<file path="src/rtl/ofdm_cp_remover.sv">
// Strips the cyclic prefix from each received OFDM symbol and forwards the
// NFFT body samples, tagged with start-of-symbol and symbol index, to the FFT.
module ofdm_cp_remover #(
    parameter int unsigned NFFT = 256,
    parameter int unsigned NCP  = 32,
    parameter int unsigned SCW  = 8
) (
    input  logic            CLK_I,
    input  logic            RST_I,
    input  logic [31:0]     DAT_I,
    input  logic            CYC_I,
    input  logic            STB_I,
    input  logic            WE_I,
    output logic            ACK_O,
    output logic [31:0]     DAT_O,
    output logic            CYC_O,
    output logic            STB_O,
    output logic            WE_O,
    input  logic            ACK_I,
    output logic            SOS_O,
    output logic [SCW-1:0]  SYM_CNT_O,
    output logic            ERR_O
);

    localparam int unsigned SYM_LEN = NFFT + NCP;
    localparam int unsigned CW      = $clog2(SYM_LEN);

    logic [CW-1:0]  samp_cnt;
    logic [CW-1:0]  samp_cnt_nxt;
    logic [CW-1:0]  cur_cnt;
    logic [SCW-1:0] sym_cnt;
    logic [SCW-1:0] sym_cnt_nxt;
    logic [SCW-1:0] cur_sym;
    logic           icyc;

    logic           out_halt;
    logic           ena;
    logic           frame_start;
    logic           frame_end;
    logic           is_body;
    logic           is_last;

    logic [31:0]    dat_nxt;
    logic           stb_nxt;
    logic           sos_nxt;
    logic [SCW-1:0] sym_out_nxt;
    logic           cyc_nxt;
    logic           err_nxt;

    assign WE_O = STB_O;

    // Handshake, frame edges and next-state computation
    always_comb begin
        out_halt    = STB_O & ~ACK_I;
        ena         = CYC_I & STB_I & WE_I;
        ACK_O       = ena & ~out_halt;
        frame_start = CYC_I & ~icyc;
        frame_end   = ~CYC_I & icyc;

        // A transfer in the frame-start cycle is sample 0 of symbol 0
        cur_cnt     = frame_start ? '0 : samp_cnt;
        cur_sym     = frame_start ? '0 : sym_cnt;
        is_body     = ACK_O & (cur_cnt >= CW'(NCP));
        is_last     = (cur_cnt == CW'(SYM_LEN - 1));

        samp_cnt_nxt = cur_cnt;
        sym_cnt_nxt  = cur_sym;
        err_nxt      = frame_start ? 1'b0 : ERR_O;
        cyc_nxt      = CYC_O;
        dat_nxt      = DAT_O;
        stb_nxt      = STB_O;
        sos_nxt      = SOS_O;
        sym_out_nxt  = SYM_CNT_O;

        if (ACK_O) begin
            if (is_last) begin
                samp_cnt_nxt = '0;
                sym_cnt_nxt  = cur_sym + SCW'(1);
            end else begin
                samp_cnt_nxt = cur_cnt + CW'(1);
            end
        end

        // Frame closed mid-symbol: flag it, already-forwarded body stays sent
        if (frame_end && (samp_cnt != '0)) begin
            err_nxt      = 1'b1;
            samp_cnt_nxt = '0;
        end

        if (frame_start) begin
            cyc_nxt = 1'b1;
        end else if (!CYC_I && !STB_O) begin
            cyc_nxt = 1'b0;
        end

        if (!out_halt) begin
            stb_nxt     = is_body;
            sos_nxt     = is_body & (cur_cnt == CW'(NCP));
            sym_out_nxt = cur_sym;
            if (is_body) begin
                dat_nxt = DAT_I;
            end
        end
    end

    // State and output registers
    always_ff @(posedge CLK_I or negedge RST_I) begin
        if (!RST_I) begin
            samp_cnt  <= '0;
            sym_cnt   <= '0;
            icyc      <= 1'b0;
            DAT_O     <= '0;
            STB_O     <= 1'b0;
            CYC_O     <= 1'b0;
            SOS_O     <= 1'b0;
            SYM_CNT_O <= '0;
            ERR_O     <= 1'b0;
        end else begin
            samp_cnt  <= samp_cnt_nxt;
            sym_cnt   <= sym_cnt_nxt;
            icyc      <= CYC_I;
            DAT_O     <= dat_nxt;
            STB_O     <= stb_nxt;
            CYC_O     <= cyc_nxt;
            SOS_O     <= sos_nxt;
            SYM_CNT_O <= sym_out_nxt;
            ERR_O     <= err_nxt;
        end
    end

endmodule

</file>
<file path="config.mk">
export PLATFORM = sky130hd
export DESIGN_NAME = ofdm_cp_remover
export DESIGN_NICKNAME = d
export VERILOG_FILES = /design/src/rtl/ofdm_cp_remover.sv
export SDC_FILE = /design/constraint.sdc
export NUM_CORES = 1
export LEC_CHECK = 0
export BUFFER_PORTS_ARGS = -buffer_cell sky130_fd_sc_hd__buf_4
export CORE_MARGIN = 1
export CORE_UTILIZATION = 54
export DETAILED_ROUTE_END_ITERATION = 12
export PLACE_DENSITY = 0.8
export SETUP_SLACK_MARGIN = 0.02
export SYNTH_ARGS = -nofsm -noshare
export SYNTH_HDL_FRONTEND = slang
export SYNTH_SLANG_ARGS = --single-unit
</file>
<file path="constraint.sdc">
create_clock -name CLK_I -period 5.23 [get_ports CLK_I]
set_input_delay 1.046 -clock CLK_I [delete_from_list [all_inputs] [get_ports CLK_I]]
set_output_delay 1.046 -clock CLK_I [all_outputs]
set_load 0.02 [all_outputs]
</file>
==> flow_summary.yaml <==
outcome:
  outcome: "finished, final reports clean"
synth:
  synth_fa_ha_area_share_pct: 0.474
  avgSynthCellArea_sq_um: 12.2
  synthMuxAreaShare_pct: 14.9
  synth_top_family_by_area: "multiplexers"
  ys_seq_elements: 62
  yosysSeqAreaShare_pct: 58.8
  synth_compound_area_share_pct: 6.36
  ys_types: 34
  synthCells: 216
  synthSimpleGateAreaFrac_pct: 14.4
  synth_xor_area_share_pct: 2.66
  synth_warnings: 0
  syn_nets: 255
  syn_area_sq_um: 2640
timing:
  fin_tns_setup_ns: 0
  worstMarginPinSlew_ns: 0.895
  drv_slew: 0
  hold_viol_final: 0
  hold_ws_ns: 0.484
  finalCritPeriodShare_pct: 55.8
  rsz0062_at_grt: "no"
  maxSlewHeadroom_pct: 39.9
  finClkSkew_ns: 0.00718
  setup_viol_count_final: 0
  final.min_clock_period_ns: 2.92
  fmax_mhz: 342
routing:
  drc_errors: 0
  vias: 1996
  postRouteAntennaNets: 0
  viasPerCell: 5.34
  first_pass_iters: 4
  drt-met1-wl_microns: 2400
  met2WireLength_microns: 2720
  routed_wl_microns: 5570
  routedWlPerCell_microns: 14.9
  highest_layer: "met4"
  route.met3.wl_microns: 340
  drt_iter0_drc: 136
place:
  dp.final_hpwl_microns: 3840
  io_buffers: 83
  gp_congestion: 0.862
setup_path:
  r2r_start: "icyc"
  crit_path_max_fanout: 17
  ff2ff_path_depth: 4
  startpoint: "ACK_I"
  r2r_setup_slack_ns: 3.07
  cp_data_arrival_time_ns: 1.87
  critical_path_required_ns: 4.18
  worst_r2r_endpoint: "sym_cnt[1]"
  startpoint_type: "input pin"
  crit_type: "input pin to primary output"
  endpoint_kind: "primary output"
final_layout:
  antenna_cells: 0
  final_layout_size_suffix_gt1_share_pct: 44.3
  area_growth_pct: 32.4
  fillers: 321
  final_cell_mix: "buf_4, dfrtp_1, mux2_2"
  final_common_cell: "buf_4"
  layout.nets: 342
grt:
  grt_max_degree: 63
  grt_pass1_vias: 1958
  overflow: 0
  grt_pass1_wl_microns: 9190
  track_usage_pct: 23.8
  antenna_found_initial: 0
clock_network:
  cts_setup_buffers: 0
  cts_buffers: 9
  ctsResizeCount: 0
  h-tree-depth: 3
  root_buffer: "clkbuf_8"
  clock-sinks: 62
  clk_latency_ns: 0.33
  path_clk_slew_ns: 0.07
  clock_path_buffers: 2
  cts_tree: "yes"
  cts_hold_buffers: 0
die:
  io_pins: 84
  rows: 25
  core_area_sq_um: 4720
  dieArea_sq_um: 5170
  start_util_pct: 55.8
  die_width_microns: 71.9
  dieHeight_microns: 71.9
power_and_ir_drop:
  leakagePower_nw: 1.80
  ir_drop_uv: 224
  pwr_density_cell_nw_per_um2: 274
worst_hold_path:
  whs_path_depth: 2
  worstHoldPathType: "register to register"
  min_to: "SYM_CNT_O[0]"
  hp-start: "SYM_CNT_O[0]"
run:
  drv_cap: 0
-- registers in the layout (all words and copies together) (netlist names) --
signal / flops
icyc: 1
SYM_CNT_O: 8
CYC_O: 1
STB_O: 1
ERR_O: 1
samp_cnt: 9
SOS_O: 1
DAT_O: 32
sym_cnt: 8
-- layer usage --
| metal | vias up | global-route usage, % |
|---|---|---|
| li1 | 944 | - |
| met1 | 964 | 31.6 |
| met2 | 79 | 36.7 |
| met3 | 9 | 6.33 |
| met4 | 0 | 11.8 |
| met5 | - | 0 |
-- per-stage QoR --
step	worst slack, ns	instance area [sq um]	utilization (%)	total power [mW]	instances
after floorplan	2.59	2640	-	0.519	216
after global placement	2.34	3300	69.9	0.559	359
after detailed placement	2.32	3300	69.9	0.560	359
after CTS	2.32	3490	73.9	0.962	374
after global routing	2.26	3490	73.9	0.991	374
final	2.31	3490	73.9	0.958	374
-- cells by family after synthesis --
group                    count (synthesis)
AND/OR/NAND/NOR                         72
flip-flops                              62
multiplexers                            35
AO/OA/AOI/OAI                           26
buffers and inverters                   12
XOR/XNOR                                 8
adder cells (fa/ha/maj)                  1
-- critical path, cell delays in order --
cell and delay [ns]:
buf_4 0.12, nor2b_4 0.34, nor2_1 0.17, buf_4 0.19
-- final cells by class --
cell class	count	area, sq um	share of cell area [%]
repair buffers	84	631	18.1
inverters	4	15.0	0.430
well taps	67	83.8	2.40
multi-input cells	142	1020	29.3
clock inverters	5	50.0	1.43
flip-flops and latches	62	1550	44.4
clock buffers	10	138	3.94
-- where the power goes --
group,leakage (nW),internal [mW],switching [mW]
combinational,0.833,0.0290,0.0307
clock,0.102,0.227,0.180
sequential,0.861,0.485,0.00603
total,1.80,0.741,0.216
-- Yosys cell counts, drive strengths merged --
cell type | number | area [sq um]
and2 | 4 | 25.0
mux2i | 1 | 10.0
mux2 | 34 | 383
or2b | 1 | 7.51
o21bai | 1 | 7.51
nand2 | 23 | 86.3
nand2b | 3 | 18.8
xnor2 | 7 | 61.3
nand4 | 5 | 31.3
or4 | 6 | 48.8
a21oi | 7 | 35.0
and4 | 1 | 8.76
ha | 1 | 12.5
a211oi | 1 | 7.51
a311oi | 1 | 8.76
or2 | 1 | 6.26
o31ai | 6 | 45.0
dfrtp | 62 | 1550
xor2 | 1 | 8.76
o21ai | 6 | 30.0
a22o | 3 | 26.3
nand3 | 9 | 45.0
nor2 | 8 | 30.0
buf | 3 | 30.0
nor3 | 5 | 25.0
nor2b | 2 | 20.0
a21o | 1 | 7.51
nor4 | 3 | 18.8
nor3b | 1 | 7.51
clkbuf | 5 | 18.8
inv | 4 | 15.0
-- how the worst max path moves through the flow --
| stage | to | cells after the start |
|---|---|---|
| floorplan | ACK_O | 3 |
| global placement | ACK_O | 4 |
| global route | ACK_O | 4 |
| detailed placement | ACK_O | 4 |
| CTS | ACK_O | 4 |
| finish | ACK_O | 4 |
Power figures use the tool's default switching activity.
